===== src/rtl/rv_pkg.sv =====
// Shared RISC-V core types and constants.
// Fetch additions: NOP encoding, fetch FSM states and the fetch entry bundle.
package rv_pkg;

  localparam int RV_INSTR_W = 32;
  localparam logic [RV_INSTR_W-1:0] RV_NOP_INSTR = 32'h0000_0013;

  typedef enum logic [1:0] {
    FETCH_IDLE,
    FETCH_RUN,
    FETCH_DRAIN
  } fetch_state_e;

  typedef struct packed {
    logic [RV_INSTR_W-1:0] instr;
    logic [31:0]           pc;
  } fetch_entry_t;

endpackage


===== src/rtl/rv_fetch_fifo.sv =====
// Synchronous FIFO of fetch entries with flush, count, full and empty.
// Same-cycle push and pop are allowed, including when full.
module rv_fetch_fifo
  import rv_pkg::*;
#(
  parameter int DEPTH = 2,
  localparam int AW = $clog2(DEPTH),
  localparam int CW = AW + 1
) (
  input  logic          clk_i,
  input  logic          rst_i,
  input  logic          push_i,
  input  fetch_entry_t  wdata_i,
  input  logic          pop_i,
  input  logic          flush_i,
  output fetch_entry_t  rdata_o,
  output logic [CW-1:0] count_o,
  output logic          full_o,
  output logic          empty_o
);

  localparam fetch_entry_t RST_ENTRY = '{
    instr: RV_NOP_INSTR,
    pc:    32'h0
  };

  fetch_entry_t  mem [DEPTH];
  logic [AW-1:0] wptr;
  logic [AW-1:0] rptr;
  logic [CW-1:0] cnt;
  logic          do_push;
  logic          do_pop;

  assign full_o  = (cnt == CW'(DEPTH));
  assign empty_o = (cnt == '0);
  assign count_o = cnt;
  assign rdata_o = mem[rptr];

  assign do_pop  = pop_i && !empty_o;
  assign do_push = push_i && (!full_o || do_pop);

  // Storage: written only on an accepted push, never bypassed to the head.
  always_ff @(posedge clk_i) begin
    if (rst_i) begin
      for (int i = 0; i < DEPTH; i++) begin
        mem[i] <= RST_ENTRY;
      end
    end else if (!flush_i && do_push) begin
      mem[wptr] <= wdata_i;
    end
  end

  // Pointers and occupancy; flush empties the queue in one cycle.
  always_ff @(posedge clk_i) begin
    if (rst_i) begin
      wptr <= '0;
      rptr <= '0;
      cnt  <= '0;
    end else if (flush_i) begin
      rptr <= wptr;
      cnt  <= '0;
    end else begin
      if (do_push) begin
        wptr <= wptr + AW'(1);
      end
      if (do_pop) begin
        rptr <= rptr + AW'(1);
      end
      cnt <= cnt + CW'(do_push) - CW'(do_pop);
    end
  end

endmodule


===== src/rtl/rv_fetch.sv =====
// Instruction fetch unit: sequential PC generation, credit-limited requests,
// in-order response buffering, redirect flush/drain. Option: RV_FETCH_PERF_EN.
module rv_fetch
  import rv_pkg::*;
#(
  parameter logic [31:0] RESET_PC   = 32'h0000_0000,
  parameter int          FIFO_DEPTH = 2
) (
  input  logic        clk_i,
  input  logic        rst_i,
  output logic        imem_req_o,
  output logic [31:0] imem_addr_o,
  input  logic        imem_gnt_i,
  input  logic        imem_rvalid_i,
  input  logic [31:0] imem_rdata_i,
  input  logic        redirect_i,
  input  logic [31:0] redirect_pc_i,
  output logic        instr_valid_o,
  input  logic        instr_ready_i,
  output logic [31:0] instr_o,
  output logic [31:0] instr_pc_o
`ifdef RV_FETCH_PERF_EN
  ,
  output logic [31:0] perf_stall_cnt_o,
  output logic [31:0] perf_redirect_cnt_o
`endif
);

  localparam int CW = $clog2(FIFO_DEPTH) + 1;
  localparam int SW = CW + 1;

  fetch_state_e  state_q;
  fetch_state_e  state_d;
  logic [31:0]   fetch_pc_q;
  logic [31:0]   fetch_pc_d;

  logic [CW-1:0] out_cnt;
  logic [CW-1:0] out_next;
  logic [CW-1:0] buf_cnt;
  logic [SW-1:0] used;
  logic          credit_ok;
  logic          gnt_fire;
  logic          rsp_fire;
  logic          rsp_keep;
  logic          out_fire;

  fetch_entry_t  pcq_head;
  fetch_entry_t  pcq_wdata;
  fetch_entry_t  buf_head;
  fetch_entry_t  buf_wdata;
  logic          pcq_full;
  logic          pcq_empty;
  logic          buf_full;
  logic          buf_empty;
  logic          unused_sig;

  assign used      = {1'b0, out_cnt} + {1'b0, buf_cnt};
  assign credit_ok = (used < SW'(FIFO_DEPTH));

  assign imem_req_o  = (state_q == FETCH_RUN) && credit_ok && !redirect_i;
  assign imem_addr_o = fetch_pc_q;

  assign gnt_fire = imem_req_o && imem_gnt_i;
  assign rsp_fire = imem_rvalid_i && !pcq_empty;
  assign rsp_keep = rsp_fire && (state_q == FETCH_RUN) && !redirect_i;
  assign out_fire = instr_valid_o && instr_ready_i;
  assign out_next = out_cnt - CW'(rsp_fire);

  assign pcq_wdata = '{instr: '0, pc: fetch_pc_q};
  assign buf_wdata = '{instr: imem_rdata_i, pc: pcq_head.pc};

  assign instr_valid_o = !buf_empty;
  assign instr_o       = buf_head.instr;
  assign instr_pc_o    = buf_head.pc;

  assign unused_sig = ^{pcq_full, buf_full, pcq_head.instr};

  rv_fetch_fifo #(
    .DEPTH (FIFO_DEPTH)
  ) u_pcq (
    .clk_i   (clk_i),
    .rst_i   (rst_i),
    .push_i  (gnt_fire),
    .wdata_i (pcq_wdata),
    .pop_i   (rsp_fire),
    .flush_i (1'b0),
    .rdata_o (pcq_head),
    .count_o (out_cnt),
    .full_o  (pcq_full),
    .empty_o (pcq_empty)
  );

  rv_fetch_fifo #(
    .DEPTH (FIFO_DEPTH)
  ) u_buf (
    .clk_i   (clk_i),
    .rst_i   (rst_i),
    .push_i  (rsp_keep),
    .wdata_i (buf_wdata),
    .pop_i   (out_fire),
    .flush_i (redirect_i),
    .rdata_o (buf_head),
    .count_o (buf_cnt),
    .full_o  (buf_full),
    .empty_o (buf_empty)
  );

  // State and fetch PC registers.
  always_ff @(posedge clk_i) begin
    if (rst_i) begin
      state_q    <= FETCH_IDLE;
      fetch_pc_q <= RESET_PC;
    end else begin
      state_q    <= state_d;
      fetch_pc_q <= fetch_pc_d;
    end
  end

  // Next state and PC; a redirect overrides everything else.
  always_comb begin
    state_d    = state_q;
    fetch_pc_d = fetch_pc_q;
    if (redirect_i) begin
      fetch_pc_d = {redirect_pc_i[31:2], 2'b00};
      if (state_q == FETCH_DRAIN || out_next != '0) begin
        state_d = FETCH_DRAIN;
      end else begin
        state_d = FETCH_RUN;
      end
    end else begin
      unique case (state_q)
        FETCH_IDLE: begin
          state_d = FETCH_RUN;
        end
        FETCH_RUN: begin
          if (gnt_fire) begin
            fetch_pc_d = fetch_pc_q + 32'd4;
          end
        end
        FETCH_DRAIN: begin
          if (out_next == '0) begin
            state_d = FETCH_RUN;
          end
        end
        default: begin
          state_d = FETCH_IDLE;
        end
      endcase
    end
  end

  // A response with nothing in flight means the memory broke ordering.
  rsp_without_req: assert property (
    @(posedge clk_i) disable iff (rst_i)
    imem_rvalid_i |-> (out_cnt != '0)
  );

`ifdef RV_FETCH_PERF_EN
  // Decode-starved cycles and redirect events, both free-running.
  always_ff @(posedge clk_i) begin
    if (rst_i) begin
      perf_stall_cnt_o    <= '0;
      perf_redirect_cnt_o <= '0;
    end else begin
      if (instr_ready_i && !instr_valid_o && state_q != FETCH_IDLE) begin
        perf_stall_cnt_o <= perf_stall_cnt_o + 32'd1;
      end
      if (redirect_i) begin
        perf_redirect_cnt_o <= perf_redirect_cnt_o + 32'd1;
      end
    end
  end
`endif

endmodule


===== config.mk =====
export PLATFORM = sky130hd
export DESIGN_NAME = rv_fetch
export DESIGN_NICKNAME = d
export VERILOG_FILES = /design/src/rtl/rv_pkg.sv /design/src/rtl/rv_fetch_fifo.sv /design/src/rtl/rv_fetch.sv
export SDC_FILE = /design/constraint.sdc
export NUM_CORES = 1
export LEC_CHECK = 0
export CORE_MARGIN = 4
export CORE_UTILIZATION = 45
export CTS_CLUSTER_SIZE = 25
export DETAILED_ROUTE_END_ITERATION = 8
export PLACE_DENSITY = 0.69
export SETUP_SLACK_MARGIN = 0.2
export SLEW_MARGIN = 25
export SYNTH_ARGS = -nofsm -noshare
export SYNTH_HDL_FRONTEND = slang
export SYNTH_SLANG_ARGS = --single-unit

===== constraint.sdc =====
create_clock -name clk_i -period 13 [get_ports clk_i]
set_input_delay 1.95 -clock clk_i [delete_from_list [all_inputs] [get_ports clk_i]]
set_output_delay 1.95 -clock clk_i [all_outputs]
set_load 0.02 [all_outputs]

==> results of run 1 <==
per-stage QoR:
step                setup slack [ns]  hold WS, ns  instance area [µm²]  utilization, %  cells
floorplan                       7.17        0.472                10200               -    824
global placement                7.07        0.488                12000            54.7   1222
detailed placement              7.05        0.494                12000            54.7   1222
CTS                             7.03        0.534                12800            58.1   1265
global route                    6.94        0.569                12800            58.1   1265
finish                          7.03        0.545                12800            58.1   1265
worst max-delay path, cell delays in order:
cell,delay [ns]
sky130_fd_sc_hd__clkdlybuf4s50_1,0.39
sky130_fd_sc_hd__buf_4,0.26
sky130_fd_sc_hd__or3b_1,0.53
sky130_fd_sc_hd__nor3_1,0.22
sky130_fd_sc_hd__clkdlybuf4s50_1,0.65
state kept, by name, indices dropped and copies added, names as in the netlist, named ones only:
register,cells
u_pcq.wptr,1
u_pcq.mem,60
u_pcq.count_o,2
u_buf.rptr,1
u_buf.wptr,1
imem_addr_o,30
state_q,2
u_buf.count_o,2
u_pcq.rptr,1
u_buf.mem,124
per-layer routing:
layer	track usage, %	wire (µm)	up-vias
li1	-	-	3286
met3	3.34	1720	25
met1	25.7	10600	3357
met5	0	0	-
met4	4.18	323	0
met2	32.5	11800	259
path summary, 6_finish.rpt:
path	end	slack [ns]
setup / recovery	imem_req_o	7.03
hold / removal	flop	0.55
setup reg to reg	u_pcq.mem[1][19]$_DFFE_PP_	8.75
hold reg to reg	flop	0.55
power by group through the flow:
stage               logic [µW]  registers [µW]  clock network (µW)
finish                     268             868                 649
CTS                        271             868                 659
detailed placement         269             883                   0
global route               289             874                 691
floorplan                  165             870                   0
global placement           266             881                   0
synthesized netlist by cell type, drive strengths merged (2+ instances only):
master	number	area share [%]
a21oi	16	0.82
a221o	2	0.20
a222oi	2	0.20
a22oi	5	0.37
a311oi	2	0.17
a31oi	13	0.80
and2	64	3.9
and3	62	3.8
and4	2	0.17
buf	14	0.75
clkbuf	43	1.6
dfxtp	42	8.3
edfxtp	184	54
ha	5	0.62
inv	14	0.52
mux2	66	7.4
mux2i	31	3.1
nand2	32	1.2
nand2b	8	0.49
nand3	9	0.44
nand4	14	0.86
nor2	97	3.6
nor2b	3	0.18
nor3	15	0.74
nor3b	3	0.22
nor4	11	0.82
o211ai	2	0.15
o21ai	16	0.79
o22ai	5	0.31
o31a	3	0.26
or2	5	0.31
or3	2	0.12
or3b	2	0.17
or4	3	0.22
xnor2	7	0.60
xor2	8	0.69
layout make-up:
class	count	share of cell area (%)
clock buffers	35	5.34
clock inverters	8	0.509
inverters	14	0.411
multi-input cells	527	27.8
flip-flops and latches	226	49.8
well taps	280	2.74
repair buffers	175	13.4
logic make-up after synthesis:
logic type	Yosys count
xor+xnor	15
other cells	1
simple gates	332
flops	226
mux	97
fa+ha+maj	6
buf+inv	71
compound gates	73
==> Flow_metrics.wiki, run 1 <==
{| class="wikitable"
! Metric !! Value
|-
| Outcome || finished clean
|-
| Commonest non-fill, non-tap cell in the layout || sky130_fd_sc_hd__edfxtp_1
|-
| Time the final worst path needs with I/O delays and setup || 5.97 ns
|-
| Hold Fails Final Rpt || 0
|-
| Post-DP HPWL || 15300 µm
|-
| Buffer levels on the longest clock path || 3
|-
| EDFF count, synth || 184
|-
| Global-route wire length before repair || 37400 µm
|-
| Critical Path End Type || output port
|-
| Cell Pwr Density || 140 nW/µm²
|-
| Dominant register cell in the synthesized netlist || sky130_fd_sc_hd__edfxtp_1
|-
| TritonCTS buffer count || 24
|-
| Area of the die || 25100 µm²
|-
| Most frequent cells in the layout || sky130_fd_sc_hd__edfxtp_1 (184), sky130_fd_sc_hd__clkdlybuf4s50_1 (161), sky130_fd_sc_hd__nor2_1 (96)
|-
| Post-Synthesis Cell Area || 10200 µm²
|-
| Die boundary height || 158 µm
|-
| Area delta synth->final || 25.9%
|-
| Horizontal die dimension || 158 µm
|-
| Number of top-level pins || 168
|-
| Initial antenna violation count || 0
|-
| Maximum number of pins on one net before global-route repair || 63
|-
| Part of the total power dissipated in combinational logic || 15.0%
|-
| Initial Utilization || 46.1%
|-
| Synthesis warning total || 0
|-
| Register-to-Register Path Depth || 8
|-
| Cells after synthesis || 821
|-
| Final global-route overflow total || 0
|-
| Hold Path Origin || u_pcq.rptr$_SDFFE_PP0N_
|-
| Design internal power || 1330 µW
|-
| Total negative slack for setup checks || 0 ns
|-
| Post-Synth Adder-Cell Area || 0.813%
|-
| First drt pass iteration count || 5
|-
| Routed vias/inst || 5.48
|-
| Layout cell share with drive strength beyond 1 || 13.2%
|-
| Resized cells post-CTS || 0
|-
| Synth async-reset ratio || 0%
|-
| Count of H-tree levels built during CTS || 1
|-
| Max_cap viols || 0
|-
| Remaining number of nets flagged by the antenna check after routing || 0
|-
| Port bufs || 161
|-
| Peak supply drop || 0.0820 mV
|-
| Clock sinks || 226
|-
| Clock insertion delay at the later pin of the skew report || 0.51 ns
|-
| Area of the core || 22000 µm²
|-
| Kind of critical path || input pin to output port
|-
| RSZ-0062 raised after global routing || no
|-
| Wire length per cell || 19.3 µm
|-
| Arrival time at the worst endpoint || 4.02 ns
|-
| Multi-input logic area || 3560 µm²
|-
| Cts-stage hold buffer count || 0
|-
| Sequential standard cell area || 6370 µm²
|-
| Sequential fraction of the synthesis area || 62.6%
|-
| Clock share of power || 36.4%
|-
| Worst Skew || 0.0169 ns
|-
| Global-route total usage across every layer || 19.1%
|-
| Clock transition at the registers of the reported paths || 0.06 ns
|-
| Diode insertion count for antenna repair || 0
|-
| Dominant combinational cell family by area after synthesis || simple AND/OR/NAND/NOR gates
|-
| CTS tree || done
|-
| Maximum fanout along the worst path || 39
|-
| Simple-gate share of the synthesized area || 17.3%
|-
| Count of distinct cell types in the synthesized netlist || 54
|-
| Static power due to leakage || 0.00471 µW
|-
| Worst slew pin tran || 1.01 ns
|-
| Total chip power || 1790 µW
|-
| Switching share of total power || 25.3%
|-
| Synthesized area per cell || 12.4 µm²
|-
| Global placement routability congestion || 0.853
|-
| Detailed-route DRC error count || 0
|-
| Mux cell area share after synthesis || 10.4%
|-
| Period utilization || 45.9%
|-
| Vias in the first global route || 6860
|-
| Total vias in the final route || 6927
|-
| Post-detailed-routing wire length || 24400 µm
|-
| Critical Path Source || redirect_i
|-
| Final-layout fill cell count || 1805
|-
| Post-CTS setup buffer count || 0
|-
| Total number of nets in the final design || 1044
|-
| Timing-limited maximum frequency || 167 MHz
|-
| Worst hold path depth || 2
|-
| Launch instance of the worst register-to-register path || u_pcq.count_o[0]$_SDFF_PP0_
|-
| Post-synthesis compound-gate area fraction || 4.64%
|-
| Sequential group share of total power || 48.6%
|-
| Number of flip-flops and latches in the synthesized netlist || 226
|-
| Post-synthesis share of cell area spent on xor and xnor gates || 1.29%
|-
| Root buf cell || sky130_fd_sc_hd__clkbuf_16
|-
| Number of max-slew violations in the final report || 0
|-
| Worst hold-check path type || flop to flop
|-
| Required @ worst endpoint || 11.05 ns
|-
| Type of element launching the critical path || input pin
|-
| Psw || 451 µW
|-
| Worst slew slack as a fraction of its limit || 32.9%
|-
| Total setup violations reported at the end of the flow || 0
|-
| Number of standard-cell rows in the floorplan || 54
|-
| Initial drt markers || 469
|}
(Power assumes the default switching activity.)
==> inputs of run 2 (changes only) <==
==> constraint.sdc (replaced) <==
create_clock -name clk_i -period 5.9 [get_ports clk_i]
set_input_delay 0.885 -clock clk_i [delete_from_list [all_inputs] [get_ports clk_i]]
set_output_delay 0.885 -clock clk_i [all_outputs]
set_load 0.02 [all_outputs]
==> run 2 against run 1 <==
  * Non-clock buffer count rose by 1
  * Combinational power grew 120%
  * Worst hold slack worse by 0.028 ns
  * Clock skew fell by 0.0041 ns
  * Critical path depth fell by 2
  * Sequential power up 120%
  * Utilization is 0.53 points higher
  * Global-route usage is essentially flat
  * Count of clock-buffer cells in the layout decreased by 5
  * Die area is the same
  * Final cell count is 0.16% higher
==> Flow_metrics.wiki, run 2 (synthesis gave the netlist of run 1 again) <==
{| class="wikitable"
! Metric !! Value
|-
| Most flop-heavy register || u_buf.mem
|-
| Total number of nets in the final design || 1045
|-
| Count of H-tree levels built during CTS || 1
|-
| Peak supply drop || 0.177 mV
|-
| Horizontal die dimension || 158 µm
|-
| Static power due to leakage || 0.00476 µW
|-
| Timing-limited maximum frequency || 262 MHz
|-
| TritonCTS buffer count || 24
|-
| Routed vias/inst || 5.44
|-
| End point of the most critical hold path || u_pcq.rptr$_SDFFE_PP0N_
|-
| Number of standard-cell rows in the floorplan || 54
|-
| Critical Path End Type || output port
|-
| Number of top-level pins || 168
|-
| Type of element launching the critical path || flop
|-
| RSZ-0062 raised after global routing || no
|-
| Cts-stage hold buffer count || 0
|-
| Time the final worst path needs with I/O delays and setup || 3.82 ns
|-
| Outcome || finished clean
|-
| Area of the core || 22000 µm²
|-
| Global placement routability congestion || 0.808
|-
| Detailed-route DRC error count || 0
|-
| Worst hold slack after final layout || 0.517 ns
|-
| Max FFs per register || 124
|-
| Worst slew slack as a fraction of its limit || 35.2%
|-
| Clock insertion delay at the later pin of the skew report || 0.51 ns
|-
| Diode insertion count for antenna repair || 0
|-
| Buffer levels on the longest clock path || 3
|-
| Kind of critical path || flop to output port
|-
| Register-to-Register Path Depth || 7
|-
| Minimum setup slack among reg-to-reg paths || 2.18 ns
|-
| Final global-route overflow total || 0
|-
| Initial drt markers || 438
|-
| Arrival time at the worst endpoint || 2.94 ns
|-
| Post-DP HPWL || 15400 µm
|-
| Global-route wire length before repair || 37600 µm
|-
| Number of max-slew violations in the final report || 0
|-
| Max stage delay cell, worst path || sky130_fd_sc_hd__dfxtp_2
|-
| Area of the die || 25100 µm²
|-
| Clock sinks || 226
|-
| Port bufs || 161
|-
| Remaining number of nets flagged by the antenna check after routing || 0
|-
| Global-route total usage across every layer || 19.0%
|-
| Die boundary height || 158 µm
|-
| Most frequent cells in the layout || sky130_fd_sc_hd__edfxtp_1 (184), sky130_fd_sc_hd__clkdlybuf4s50_1 (161), sky130_fd_sc_hd__nor2_1 (96)
|-
| Total negative slack for setup checks || 0 ns
|-
| Hold Path Origin || u_pcq.rptr$_SDFFE_PP0N_
|-
| Area delta synth->final || 27.0%
|-
| Final-layout fill cell count || 1791
|-
| Commonest non-fill, non-tap cell in the layout || sky130_fd_sc_hd__edfxtp_1
|-
| Layout cell share with drive strength beyond 1 || 14.0%
|-
| Placed cell count || 1223
|-
| Total vias in the final route || 6890
|-
| Worst hold-check path type || flop to flop
|-
| Launch instance of the worst register-to-register path || u_buf.count_o[0]$_SDFF_PP0_
|-
| Clock transition at the registers of the reported paths || 0.06 ns
|-
| Worst slew pin tran || 0.964 ns
|-
| Non-filler instance count after layout || 1267
|-
| Post-detailed-routing wire length || 24000 µm
|-
| Worst hold path depth || 2
|-
| Maximum number of pins on one net before global-route repair || 63
|-
| Maximum fanout along the worst path || 32
|-
| Resized cells post-CTS || 0
|-
| Worst Skew || 0.0128 ns
|-
| Period utilization || 64.8%
|-
| CTS tree || done
|-
| Cell Pwr Density || 318 nW/µm²
|-
| Initial antenna violation count || 0
|-
| Worst r2r dst || u_pcq.mem[0][14]$_DFFE_PP_
|-
| Hold Fails Final Rpt || 0
|-
| First drt pass iteration count || 5
|-
| Max_cap viols || 0
|-
| Root buf cell || sky130_fd_sc_hd__clkbuf_16
|-
| Post-CTS setup buffer count || 0
|-
| Wire length per cell || 18.9 µm
|-
| Vias in the first global route || 6893
|-
| Cell breakdown of the critical path || buf_4 -> mux2_2 -> clkdlybuf4s50_1
|-
| Largest incremental delay on the critical path || 0.92 ns
|-
| Total setup violations reported at the end of the flow || 0
|-
| Initial Utilization || 46.1%
|-
| Required @ worst endpoint || 5.02 ns
|}
## run 2: critical path: cells and delay by family (launching register included)
family	cells	cell delay (ns)
muxes	1	0.39
DFF	1	0.92
buffers and inverters	2	1.09
## run 2: per-layer routing
layer,up-vias,global-route usage [%],wire [µm]
met2,234,31.8,11500
met1,3334,26.3,10500
li1,3289,-,-
met5,-,0,0
met4,0,5.00,430
met3,33,2.80,1500
## run 2: final cells by class
type | count | area (µm²) | area share, %
flip-flops and latches | 226 | 6370 | 49.3
multi-input cells | 527 | 3560 | 27.6
repair buffers | 176 | 1720 | 13.4
clock buffers | 30 | 654 | 5.07
well taps | 280 | 350 | 2.71
clock inverters | 14 | 201 | 1.56
inverters | 14 | 52.6 | 0.407
## run 2: metrics by stage
stage                     total power (µW)  worst slack (ns)  instance area (µm²)  util, %
after floorplan                       2280              1.07                10200        -
after global placement                2530              1.90                12100     54.7
after detailed placement              2540              1.87                12100     54.7
after CTS                             4140              2.01                12900     58.6
after global routing                  4270              1.96                12900     58.6
final                                 4110              2.08                12900     58.6
## run 2: power breakdown
| group | total (µW) | internal (µW) | switching, µW |
|---|---|---|---|
| Clock | 1610 | 1010 | 602 |
| Sequential | 1910 | 1830 | 85.2 |
| Combinational | 590 | 271 | 319 |
## run 2: worst max path at each step
stage                                 from                    endpoint  slack [ns]  cells past startpoint
2_1_floorplan  u_buf.count_o[0]$_SDFF_PP0_  u_pcq.mem[0][10]$_DFFE_PP_        1.07                      8
3_3_place_gp                    imem_gnt_i  u_pcq.mem[0][13]$_DFFE_PP_        1.90                      5
3_5_place_dp                    redirect_i  u_pcq.mem[0][11]$_DFFE_PP_        1.87                      5
4_1_cts                               flop              instr_pc_o[22]        2.01                      3
5_1_grt                               flop              instr_pc_o[22]        1.96                      3
6_report                              flop              instr_pc_o[21]        2.08                      3
==> inputs of run 3 (changes only) <==
==> constraint.sdc (replaced) <==
create_clock -name clk_i -period 3.7 [get_ports clk_i]
set_input_delay 0.555 -clock clk_i [delete_from_list [all_inputs] [get_ports clk_i]]
set_output_delay 0.555 -clock clk_i [all_outputs]
set_load 0.02 [all_outputs]
==> run 3 against run 2 <==
  * Sequential power is 59% higher
  * Global-route usage is 0.37 points lower
  * Power is 51% higher
  * Critical path type is now flop to flop
  * Critical endpoint is now imem_addr_o[15]$_SDFFE_PP0P_
  * Highest routed layer unchanged
==> Flow_metrics.wiki, run 3 (synthesis gave the netlist of run 1 again) <==
{| class="wikitable"
! Metric !! Value
|-
| Root buf cell || sky130_fd_sc_hd__clkbuf_16
|-
| Placed cell count || 1234
|-
| Period utilization || 83.4%
|-
| Outcome || finished clean
|-
| Die boundary height || 158 µm
|-
| Type of element launching the critical path || flop
|-
| Diode insertion count for antenna repair || 0
|-
| Non-filler instance count after layout || 1277
|-
| Port bufs || 161
|-
| Remaining number of nets flagged by the antenna check after routing || 0
|-
| Number of max-slew violations in the final report || 0
|-
| Layout cell share with drive strength beyond 1 || 13.8%
|-
| Most flop-heavy register || u_buf.mem
|-
| TritonCTS buffer count || 24
|-
| Global-route total usage across every layer || 18.7%
|-
| Area of the core || 22000 µm²
|-
| Vias in the first global route || 6737
|-
| Total setup violations reported at the end of the flow || 0
|-
| Arrival time at the worst endpoint || 3.52 ns
|-
| RSZ-0062 raised after global routing || no
|-
| Worst slew pin tran || 0.734 ns
|-
| Total negative slack for setup checks || 0 ns
|-
| Max_cap viols || 0
|-
| Area of the die || 25100 µm²
|-
| Wire length per cell || 18.7 µm
|-
| Total number of nets in the final design || 1056
|-
| Detailed-route DRC error count || 0
|-
| Static power due to leakage || 0.00477 µW
|-
| Number of standard-cell rows in the floorplan || 54
|-
| Area delta synth->final || 26.9%
|-
| Number of top-level pins || 168
|-
| Global placement routability congestion || 0.854
|-
| Worst hold-check path type || flop to flop
|-
| Clock insertion delay at the later pin of the skew report || 0.51 ns
|-
| Time the final worst path needs with I/O delays and setup || 3.08 ns
|-
| Cell Pwr Density || 482 nW/µm²
|-
| Worst Skew || 0.0133 ns
|-
| Cts-stage hold buffer count || 0
|-
| Timing-limited maximum frequency || 324 MHz
|-
| Global-route wire length before repair || 36800 µm
|-
| Peak supply drop || 0.261 mV
|-
| Initial Utilization || 46.1%
|-
| Max FFs per register || 124
|-
| Post-detailed-routing wire length || 23900 µm
|-
| Clock transition at the registers of the reported paths || 0.06 ns
|-
| Clock sinks || 226
|-
| CTS tree || done
|-
| Horizontal die dimension || 158 µm
|-
| Required @ worst endpoint || 4.13 ns
|-
| Post-place setup slack || 0.602 ns
|-
| Initial drt markers || 504
|-
| First drt pass iteration count || 5
|-
| Final global-route overflow total || 0
|-
| Kind of critical path || flop to flop
|-
| Total vias in the final route || 6917
|-
| Commonest non-fill, non-tap cell in the layout || sky130_fd_sc_hd__edfxtp_1
|-
| Post-DP HPWL || 15800 µm
|-
| Maximum fanout along the worst path || 12
|-
| Resized cells post-CTS || 0
|-
| Routed vias/inst || 5.42
|-
| Initial antenna violation count || 0
|-
| Count of H-tree levels built during CTS || 1
|-
| Most frequent cells in the layout || sky130_fd_sc_hd__edfxtp_1 (184), sky130_fd_sc_hd__clkdlybuf4s50_1 (161), sky130_fd_sc_hd__nor2_1 (96)
|-
| Worst path setup slack after routing || 0.616 ns
|-
| Hold Fails Final Rpt || 0
|-
| Maximum number of pins on one net before global-route repair || 62
|-
| Buffer levels on the longest clock path || 3
|-
| Critical Path End Type || flop
|-
| Worst slew slack as a fraction of its limit || 50.9%
|-
| Post-CTS setup buffer count || 0
|}
[run 3: cell count changes in the layout (fill, tap and decap cells not counted), moves of 2 or more]
cell,change
sky130_fd_sc_hd__buf_12,+3
sky130_fd_sc_hd__buf_4,+8
sky130_fd_sc_hd__bufinv_16,-5
sky130_fd_sc_hd__clkbuf_1,+5
sky130_fd_sc_hd__clkbuf_8,+3
sky130_fd_sc_hd__clkinv_1,+2
sky130_fd_sc_hd__clkinv_2,-3
sky130_fd_sc_hd__clkinvlp_4,-2
[run 3: through the flow]
| step | utilization (%) | hold WS (ns) | total power [µW] | cell area, µm² |
|---|---|---|---|---|
| finish | 58.6 | 0.508 | 6220 | 12900 |
| global route | 58.6 | 0.566 | 6480 | 12900 |
| detailed placement | 55.2 | 0.491 | 4070 | 12200 |
| global placement | 55.2 | 0.485 | 4050 | 12200 |
| CTS | 58.6 | 0.511 | 6280 | 12900 |
| floorplan | - | 0.472 | 3640 | 10200 |
[run 3: final timing paths]
path | slack (ns) | to | cells past startpoint | start
setup reg to reg | 0.62 | imem_addr_o[15]$_SDFFE_PP0P_ | 8 | u_buf.count_o[0]$_SDFF_PP0_
hold / removal | 0.51 | flop | 2 | u_pcq.rptr$_SDFFE_PP0N_
hold reg to reg | 0.51 | flop | 2 | u_pcq.rptr$_SDFFE_PP0N_
setup / recovery | 0.62 | imem_addr_o[15]$_SDFFE_PP0P_ | 8 | u_buf.count_o[0]$_SDFF_PP0_
[run 3: cell type report]
cell class,count,area [µm²]
fill,1805,9130
sequential,226,6370
multi-input combinational,527,3550
timing repair buffer,187,1840
clock buffer,38,714
tap,280,350
inverter,14,52.6
clock inverter,5,20.0
[run 3: per-layer routing]
| layer | part of all wire, % | up-vias | wire, µm | track usage, % |
|---|---|---|---|---|
| li1 | - | 3315 | - | - |
| met1 | 43 | 3310 | 10300 | 25.2 |
| met2 | 47 | 250 | 11300 | 31.2 |
| met3 | 7.4 | 42 | 1770 | 3.75 |
| met4 | 2.2 | 0 | 519 | 4.59 |
| met5 | 0 | - | 0 | 0 |
[run 3: report_power, final]
part	switching (µW)	internal (µW)	leakage [µW]
combinational	528	447	0.00218
sequential	119	2910	0.00223
clock	901	1310	0.000358
[run 3: critical path: stages, from the launching register on]
cell	delay, ns
sky130_fd_sc_hd__dfxtp_1	0.34
sky130_fd_sc_hd__inv_1	0.06
sky130_fd_sc_hd__nor2_1	0.13
sky130_fd_sc_hd__fa_1	0.44
sky130_fd_sc_hd__or3b_2	0.57
sky130_fd_sc_hd__or2_1	0.43
sky130_fd_sc_hd__or4_1	0.60
sky130_fd_sc_hd__mux2_4	0.32
sky130_fd_sc_hd__a21oi_2	0.12
